$ cat src/rtl/z80_bus_responder_if.sv
// Pad-side Z80 bus bundle between the core (master) and the bus responder
// (slave), plus the bring-up trace port.
interface z80_bus_responder_if;
   logic [15:0] addr;
   logic [7:0]  cpu_dout;
   logic        mreq_n;
   logic        iorq_n;
   logic        rd_n;
   logic        wr_n;
   logic        m1_n;
   logic        rfsh_n;
   logic [7:0]  cpu_din;
   logic        cpu_din_oe;
   logic        wait_n;
   logic        trace_valid;
   logic        trace_ready;
   logic [26:0] trace_data;
   logic [7:0]  trace_ovf;

   modport master (
      output addr, cpu_dout, mreq_n, iorq_n, rd_n, wr_n, m1_n, rfsh_n,
      output trace_ready,
      input  cpu_din, cpu_din_oe, wait_n,
      input  trace_valid, trace_data, trace_ovf
   );

   modport slave (
      input  addr, cpu_dout, mreq_n, iorq_n, rd_n, wr_n, m1_n, rfsh_n,
      input  trace_ready,
      output cpu_din, cpu_din_oe, wait_n,
      output trace_valid, trace_data, trace_ovf
   );
endinterface

$ cat src/rtl/z80_bus_responder.sv
// Z80 external-bus target: RAM, loopback I/O port, INTA vector, wait states.
// Trace FIFO and trace_ovf are built only when Z80_BUS_TRACE_EN is defined.
module z80_bus_responder #(
   parameter int         MEM_AW      = 8,
   parameter int         WAIT_STATES = 1,
   parameter logic [7:0] IO_PORT     = 8'h00,
   parameter logic [7:0] INT_VECTOR  = 8'hFF,
   parameter int         TRACE_DEPTH = 8
) (
   input logic                wb_clk_i,
   input logic                wb_rst_i,
   z80_bus_responder_if.slave bus
);
   typedef enum logic [1:0] {S_IDLE, S_WAIT, S_ACTIVE, S_HOLD} state_t;

   localparam logic [2:0] T_NONE = 3'd0;
   localparam logic [2:0] T_MRD  = 3'd1;
   localparam logic [2:0] T_MWR  = 3'd2;
   localparam logic [2:0] T_IORD = 3'd3;
   localparam logic [2:0] T_IOWR = 3'd4;
   localparam logic [2:0] T_INTA = 3'd5;
   localparam logic [3:0] WS_LOAD =
      (WAIT_STATES == 0) ? 4'd0 : 4'(WAIT_STATES - 1);

   logic [15:0] r_addr;
   logic [7:0]  r_dout;
   logic        r_mreq_n, r_iorq_n, r_rd_n, r_wr_n, r_m1_n, r_rfsh_n;

   state_t      r_state;
   logic [2:0]  r_type;
   logic [15:0] r_caddr;
   logic [3:0]  r_cnt;
   logic [7:0]  r_din;
   logic        r_oe;
   logic        r_wait_n;
   logic [7:0]  r_io;
   logic [7:0]  r_data;
   logic [7:0]  r_ram [2**MEM_AW];

   logic [2:0]  w_dec;
   logic        w_live;
   logic        w_in_range;
   logic        w_is_rd;
   logic [7:0]  w_ram_q;
   logic [7:0]  w_rd_val;
   logic        w_ram_we;
   logic        w_push;
   logic [26:0] w_entry;

   always_ff @(posedge wb_clk_i) begin
      if (wb_rst_i) begin
         r_addr   <= '0;
         r_dout   <= '0;
         r_mreq_n <= 1'b1;
         r_iorq_n <= 1'b1;
         r_rd_n   <= 1'b1;
         r_wr_n   <= 1'b1;
         r_m1_n   <= 1'b1;
         r_rfsh_n <= 1'b1;
      end else begin
         r_addr   <= bus.addr;
         r_dout   <= bus.cpu_dout;
         r_mreq_n <= bus.mreq_n;
         r_iorq_n <= bus.iorq_n;
         r_rd_n   <= bus.rd_n;
         r_wr_n   <= bus.wr_n;
         r_m1_n   <= bus.m1_n;
         r_rfsh_n <= bus.rfsh_n;
      end
   end

   // Refresh wins over memory read/write so it is never waited or traced.
   always_comb begin
      w_dec = T_NONE;
      priority case (1'b1)
         (!r_mreq_n && !r_rfsh_n): w_dec = T_NONE;
         (!r_mreq_n && !r_rd_n):   w_dec = T_MRD;
         (!r_mreq_n && !r_wr_n):   w_dec = T_MWR;
         (!r_iorq_n && !r_m1_n):   w_dec = T_INTA;
         (!r_iorq_n && !r_rd_n):   w_dec = T_IORD;
         (!r_iorq_n && !r_wr_n):   w_dec = T_IOWR;
         default:                  w_dec = T_NONE;
      endcase
   end

   always_comb begin
      w_live = 1'b0;
      case (r_type)
         T_MRD:   w_live = !r_mreq_n && !r_rd_n;
         T_MWR:   w_live = !r_mreq_n && !r_wr_n;
         T_IORD:  w_live = !r_iorq_n && !r_rd_n;
         T_IOWR:  w_live = !r_iorq_n && !r_wr_n;
         T_INTA:  w_live = !r_iorq_n && !r_m1_n;
         default: w_live = 1'b0;
      endcase
   end

   assign w_in_range = (r_caddr >> MEM_AW) == 16'd0;
   assign w_is_rd    = (r_type == T_MRD) || (r_type == T_IORD) ||
                       (r_type == T_INTA);
   assign w_ram_q    = r_ram[r_caddr[MEM_AW-1:0]];

   always_comb begin
      w_rd_val = 8'hFF;
      case (r_type)
         T_MRD:   if (w_in_range) w_rd_val = w_ram_q;
         T_IORD:  if (r_caddr[7:0] == IO_PORT) w_rd_val = r_io;
         T_INTA:  w_rd_val = INT_VECTOR;
         default: w_rd_val = 8'hFF;
      endcase
   end

   always_ff @(posedge wb_clk_i) begin
      if (wb_rst_i) begin
         r_state  <= S_IDLE;
         r_type   <= T_NONE;
         r_caddr  <= '0;
         r_cnt    <= '0;
         r_din    <= '0;
         r_oe     <= 1'b0;
         r_wait_n <= 1'b1;
         r_io     <= '0;
         r_data   <= '0;
      end else begin
         unique case (r_state)
            S_IDLE: begin
               if (w_dec != T_NONE) begin
                  r_type  <= w_dec;
                  r_caddr <= r_addr;
                  r_cnt   <= WS_LOAD;
                  if (WAIT_STATES == 0) begin
                     r_state <= S_ACTIVE;
                  end else begin
                     r_state  <= S_WAIT;
                     r_wait_n <= 1'b0;
                  end
               end
            end
            S_WAIT: begin
               if (!w_live) begin
                  r_wait_n <= 1'b1;
                  r_state  <= S_IDLE;
               end else if (r_cnt == 4'd0) begin
                  r_wait_n <= 1'b1;
                  r_state  <= S_ACTIVE;
               end else begin
                  r_cnt <= r_cnt - 4'd1;
               end
            end
            S_ACTIVE: begin
               if (!w_live) begin
                  r_oe    <= 1'b0;
                  r_state <= S_IDLE;
               end else begin
                  r_state <= S_HOLD;
                  if (w_is_rd) begin
                     r_din  <= w_rd_val;
                     r_data <= w_rd_val;
                     r_oe   <= 1'b1;
                  end else begin
                     r_data <= r_dout;
                     if (r_type == T_IOWR && r_caddr[7:0] == IO_PORT)
                        r_io <= r_dout;
                  end
               end
            end
            S_HOLD: begin
               if (!w_live) begin
                  r_oe    <= 1'b0;
                  r_state <= S_IDLE;
               end
            end
         endcase
      end
   end

   assign w_ram_we = (r_state == S_ACTIVE) && w_live && (r_type == T_MWR) &&
                     w_in_range && !wb_rst_i;

   always_ff @(posedge wb_clk_i) begin
      if (w_ram_we) r_ram[r_caddr[MEM_AW-1:0]] <= r_dout;
   end

   assign w_push  = (r_state == S_HOLD) && !w_live;
   assign w_entry = {r_type, r_caddr, r_data};

   assign bus.cpu_din    = r_din;
   assign bus.cpu_din_oe = r_oe;
   assign bus.wait_n     = r_wait_n;

`ifdef Z80_BUS_TRACE_EN
   localparam int PW = $clog2(TRACE_DEPTH);
   localparam logic [PW:0] DEPTH_C = (PW+1)'(TRACE_DEPTH);

   logic [26:0] r_fifo [TRACE_DEPTH];
   logic [PW-1:0] r_wp, r_rp;
   logic [PW:0]   r_fcnt;
   logic [7:0]    r_ovf;
   logic          w_full, w_pop, w_wr;

   assign w_full = r_fcnt == DEPTH_C;
   assign w_pop  = (r_fcnt != '0) && bus.trace_ready;
   // A pop in the same cycle frees the slot, so a full FIFO still accepts.
   assign w_wr   = w_push && (!w_full || w_pop);

   always_ff @(posedge wb_clk_i) begin
      if (wb_rst_i) begin
         r_wp   <= '0;
         r_rp   <= '0;
         r_fcnt <= '0;
         r_ovf  <= '0;
      end else begin
         if (w_pop) r_rp <= r_rp + 1'b1;
         if (w_wr) r_wp <= r_wp + 1'b1;
         else if (w_push && r_ovf != 8'hFF) r_ovf <= r_ovf + 8'd1;
         if (w_wr && !w_pop) r_fcnt <= r_fcnt + 1'b1;
         else if (!w_wr && w_pop) r_fcnt <= r_fcnt - 1'b1;
      end
   end

   always_ff @(posedge wb_clk_i) begin
      if (w_wr) r_fifo[r_wp] <= w_entry;
   end

   assign bus.trace_valid = r_fcnt != '0;
   assign bus.trace_data  = (r_fcnt != '0) ? r_fifo[r_rp] : 27'd0;
   assign bus.trace_ovf   = r_ovf;
`else
   logic w_unused_trace;
   assign w_unused_trace  = ^{bus.trace_ready, w_push, w_entry};
   assign bus.trace_valid = 1'b0;
   assign bus.trace_data  = 27'd0;
   assign bus.trace_ovf   = 8'd0;
`endif
endmodule

$ cat src/flat_wrapper.sv
// flat-port wrapper written by rule: the top's interface ports become plain ports
module z80_bus_responder_flat 
#(
   parameter int         MEM_AW      = 8,
   parameter int         WAIT_STATES = 1,
   parameter logic [7:0] IO_PORT     = 8'h00,
   parameter logic [7:0] INT_VECTOR  = 8'hFF,
   parameter int         TRACE_DEPTH = 8
)
  (wb_clk_i, wb_rst_i, bus_addr, bus_cpu_dout, bus_mreq_n, bus_iorq_n, bus_rd_n, bus_wr_n, bus_m1_n, bus_rfsh_n, bus_trace_ready, bus_cpu_din, bus_cpu_din_oe, bus_wait_n, bus_trace_valid, bus_trace_data, bus_trace_ovf);
  z80_bus_responder_if bus_i ();
  input logic wb_clk_i;
  input logic wb_rst_i;
  input wire logic [$bits(bus_i.addr)-1:0] bus_addr;
  input wire logic [$bits(bus_i.cpu_dout)-1:0] bus_cpu_dout;
  input wire logic [$bits(bus_i.mreq_n)-1:0] bus_mreq_n;
  input wire logic [$bits(bus_i.iorq_n)-1:0] bus_iorq_n;
  input wire logic [$bits(bus_i.rd_n)-1:0] bus_rd_n;
  input wire logic [$bits(bus_i.wr_n)-1:0] bus_wr_n;
  input wire logic [$bits(bus_i.m1_n)-1:0] bus_m1_n;
  input wire logic [$bits(bus_i.rfsh_n)-1:0] bus_rfsh_n;
  input wire logic [$bits(bus_i.trace_ready)-1:0] bus_trace_ready;
  output wire logic [$bits(bus_i.cpu_din)-1:0] bus_cpu_din;
  output wire logic [$bits(bus_i.cpu_din_oe)-1:0] bus_cpu_din_oe;
  output wire logic [$bits(bus_i.wait_n)-1:0] bus_wait_n;
  output wire logic [$bits(bus_i.trace_valid)-1:0] bus_trace_valid;
  output wire logic [$bits(bus_i.trace_data)-1:0] bus_trace_data;
  output wire logic [$bits(bus_i.trace_ovf)-1:0] bus_trace_ovf;
  assign bus_i.addr = bus_addr;
  assign bus_i.cpu_dout = bus_cpu_dout;
  assign bus_i.mreq_n = bus_mreq_n;
  assign bus_i.iorq_n = bus_iorq_n;
  assign bus_i.rd_n = bus_rd_n;
  assign bus_i.wr_n = bus_wr_n;
  assign bus_i.m1_n = bus_m1_n;
  assign bus_i.rfsh_n = bus_rfsh_n;
  assign bus_i.trace_ready = bus_trace_ready;
  assign bus_cpu_din = bus_i.cpu_din;
  assign bus_cpu_din_oe = bus_i.cpu_din_oe;
  assign bus_wait_n = bus_i.wait_n;
  assign bus_trace_valid = bus_i.trace_valid;
  assign bus_trace_data = bus_i.trace_data;
  assign bus_trace_ovf = bus_i.trace_ovf;
  z80_bus_responder #(.MEM_AW(MEM_AW), .WAIT_STATES(WAIT_STATES), .IO_PORT(IO_PORT), .INT_VECTOR(INT_VECTOR), .TRACE_DEPTH(TRACE_DEPTH)) u_core (.wb_clk_i(wb_clk_i), .wb_rst_i(wb_rst_i), .bus(bus_i));
endmodule
$ cat config.mk
export PLATFORM = sky130hd
export DESIGN_NAME = z80_bus_responder_flat
export DESIGN_NICKNAME = d
export VERILOG_FILES = /design/src/rtl/z80_bus_responder_if.sv /design/src/rtl/z80_bus_responder.sv /design/src/flat_wrapper.sv
export SDC_FILE = /design/constraint.sdc
export NUM_CORES = 2
export LEC_CHECK = 0
export CORE_ASPECT_RATIO = 1.5
export CORE_MARGIN = 2
export CORE_UTILIZATION = 50
export CTS_BUF_LIST = sky130_fd_sc_hd__clkbuf_8
export CTS_CLUSTER_SIZE = 25
export DETAILED_ROUTE_END_ITERATION = 8
export PLACE_DENSITY = 0.66
export SKIP_CTS_REPAIR_TIMING = 1
export SYNTH_ARGS = -nofsm -noshare
export SYNTH_HDL_FRONTEND = slang
export SYNTH_SLANG_ARGS = --single-unit
$ cat constraint.sdc
create_clock -name wb_clk_i -period 5.67 [get_ports wb_clk_i]
set_input_delay 0.8505 -clock wb_clk_i [delete_from_list [all_inputs] [get_ports wb_clk_i]]
set_output_delay 0.8505 -clock wb_clk_i [all_outputs]
set_load 0.005 [all_outputs]
==> qor.csv <==
stage;metric;value;unit
power_and_ir_drop;Pleak;0.0281;µW
critical_path;R2R setup slack;1.12;ns
logic_synthesis;synthesized area;0.0830;mm²
timing;Final Max Tran Viols;0;
cts;clk buf depth;4;
drt;DRT antenna net count;0;
power_and_ir_drop;P_sw;6700;µW
power_and_ir_drop;clock network power share;36.7;%
drt;Vias;42900;
power_and_ir_drop;combinational power share;4.9;%
logic_synthesis;async set-or-reset flop fraction in the synthesized netlist;0;%
logic_synthesis;register area share after synthesis;76.1;%
cts;clock slew at reported path FFs;0.07;ns
cts;H-tree depth;5;
critical_path;crit path capture type;flip-flop;
layout;Multi-input gate area;0.0184;mm²
timing;Slew @ Worst Pin;1.26;ns
cts;TritonCTS buffer count;308;
power_and_ir_drop;VDD IR max;225;µV
global_route;largest net degree at the start of global routing;216;
critical_path;Worst EP required;6.28;ns
critical_path;CP max FO;16;
layout;fillers;12600;
floorplan;FP Rows;183;
power_and_ir_drop;Power per Cell Area;326;mW/mm²
timing;fmax;220;MHz
logic_synthesis;top cells by area, synth;edfxtp_1, mux4_2, mux2i_1;
layout;Final Net Count;4417;
placement;Final Wtd Congestion;0.943;
global_route;global route total overflow;0;
cts;Clk Latency, worst-skew pair;1.01;ns
power_and_ir_drop;sw frac;22.5;%
logic_synthesis;Seq cells post-synth;2129;
outcome;status;finished clean;
global_route;global-route wire length before repair;309000;µm
logic_synthesis;syn avg cell area;20.0;µm²
floorplan;Initial Utilization;50.2;%
floorplan;Chip Width;337;µm
timing;post-route clock period utilization;80.2;%
floorplan;die area;0.169;mm²
drt;drt first pass iters;6;
global_route;vias in the first global route;42800;
drt;DR DRC count;0;
placement;port bufs;41;
logic_synthesis;synthesized instance count;4155;
layout;synth-to-layout area growth;10.0;%
floorplan;io pins;79;
power_and_ir_drop;Pint;23100;µW
logic_synthesis;top-area cell type share of the netlist area;74.1;%
layout;share of cells above drive strength 1;22.0;%
placement;Post-DP HPWL;133000;µm
critical_path;CP arrival;5.16;ns
drt;drt first-iter violations;5415;
logic_synthesis;top cells by count, synth;edfxtp_1, mux4_2, nor2_1, mux2i_1, nand2_1;
logic_synthesis;Synth cell types;73;
power_and_ir_drop;Seq pwr share;58.3;%
timing;final hold viol count;0;
logic_synthesis;top_reg_cell synth;edfxtp_1;
global_route;Tot GR Track Use;25.9;%
timing;setup TNS;0;ns
logic_synthesis;EDFF count, synth;2048;
layout;register area;0.0632;mm²
timing;Slew HR;15.7;%
drt;Post-Route WL;219000;µm
logic_synthesis;most common cell in the synthesized netlist;edfxtp_1;
cts;clk sink count;2129;
cts;Root Driver;clkbuf_8;
job;max cap viols;0;
timing;Final min period;4.55;ns
drt;drt wl/cell;32.1;µm
critical_path;crit start category;flip-flop;
logic_synthesis;post-synth top area cell;edfxtp_1;
critical_path;critical path class;reg -> reg;
floorplan;Die Span Y;503;µm
cts;CTS tree;done;
timing;Final setup viols;0;
timing;clk_skew;0.0776;ns
timing;Hold WS;0.399;ns
min_path;Hold Path Class;in -> reg;
floorplan;Core Region;0.165;mm²
drt;Avg Vias per Cell;6.28;
logic_synthesis;Warnings, synthesis;0;
global_route;initial antenna violation count;8;
timing;RSZ-0062 raised after global routing;false;
-- placed cells by master (no fill, tap or decap), types with 9 or more instances in the layout --
cell type	count
clkinv_1	77
conb_1	36
mux2_2	16
edfxtp_1	2048
dfxtp_4	12
dfxtp_1	67
clkinv_2	37
buf_4	96
and2_1	14
a31oi_1	22
clkbuf_8	314
buf_12	22
inv_1	102
nor2_1	335
nor4_1	9
clkdlybuf4s50_1	40
o22ai_1	55
a2111oi_0	11
mux4_2	458
clkinvlp_4	9
a21oi_1	60
nand2b_1	13
mux2i_1	197
a221oi_1	11
o21ai_0	45
o221ai_1	41
a22oi_1	25
nand2_1	140
nor2b_1	48
and3_1	10
nor3_1	24
or2_2	13
o211ai_1	10
a211oi_1	23
nand3_1	31
-- cell families (layout without fill, tap and decap cells) --
group	count (synthesis)	after routing	synth area share [%]
flops	2129	2129	76.1
simple gates	682	682	3.68
mux	671	671	15.0
compound gates	376	376	3.20
buf+inv	294	707	2.00
fa+ha+maj	2	2	0.0301
other cells	1	39	0.00452
-- state kept, by name (all words and copies together) (netlist names), 2 cells and up, named ones only --
signal,flops
u_core.r_caddr,16
u_core.r_dout,8
u_core.bus.cpu_din,8
u_core.r_state,2
u_core.r_addr,16
u_core.r_io,8
u_core.r_ram,2048
u_core.r_cnt,4
u_core.r_type,3
-- metrics by stage --
step	cells	utilization (%)	total power (µW)	setup slack, ns	cell area (µm²)
after floorplan	4190	-	18600	1.42	83100
after global placement	6292	52.0	19100	1.36	86000
after detailed placement	6292	52.0	19200	1.22	86000
after CTS	6823	55.2	29900	1.19	91300
after global routing	6824	55.2	30600	1.00	91300
final	6826	55.2	29800	1.12	91300
-- path summary, 6_finish.rpt --
kind                                                     from                               to  cells after the start
worst min register to register   u_core.r_addr[10]$_SDFF_PP0_  u_core.r_caddr[10]$_SDFFE_PP0P_                      2
worst min-delay path                              bus_addr[0]      u_core.r_addr[0]$_SDFF_PP0_                      2
worst max register to register  u_core.r_type[0]$_SDFFE_PP0P_   u_core.r_ram[242][6]$_DFFE_PP_                      8
worst max-delay path            u_core.r_type[0]$_SDFFE_PP0P_   u_core.r_ram[242][6]$_DFFE_PP_                      8
-- per-layer routing --
| layer | vias to the layer above | GRT usage [%] | part of all wire, % |
|---|---|---|---|
| li1 | 17400 | - | - |
| met4 | 4 | 12.5 | 5.1 |
| met1 | 22500 | 33.4 | 37 |
| met5 | - | 0 | 0.014 |
| met2 | 2418 | 42.6 | 49 |
| met3 | 497 | 4.82 | 8.8 |
-- power by group through the flow --
| stage | clock [µW] | sequential, µW | combinational [µW] |
|---|---|---|---|
| final | 10900 | 17400 | 1470 |
| after global routing | 11700 | 17400 | 1530 |
| after CTS | 11100 | 17400 | 1470 |
| after detailed placement | 0 | 17700 | 1460 |
| after global placement | 0 | 17700 | 1440 |
| after floorplan | 0 | 17800 | 829 |
-- critical path, cell delays in order (launching register included) --
cell and delay, ns:
dfxtp_1 0.51, and3b_1 0.41, a22oi_1 0.17, o32ai_1 0.25, nand4_1 0.41, nor3_1 0.45
buf_4 0.23, nand3_1 0.68, nor2_1 1.02
-- cell type report --
| type | instances | area share, % |
|---|---|---|
| antenna | 3 | 0.00822 |
| clock buffer | 314 | 4.73 |
| clock inverter | 217 | 1.11 |
| inverter | 17 | 0.0712 |
| multi-input combinational | 1767 | 20.2 |
| sequential | 2129 | 69.2 |
| tap | 2220 | 3.04 |
| timing repair buffer | 159 | 1.72 |
Power figures use the tool's default switching activity.
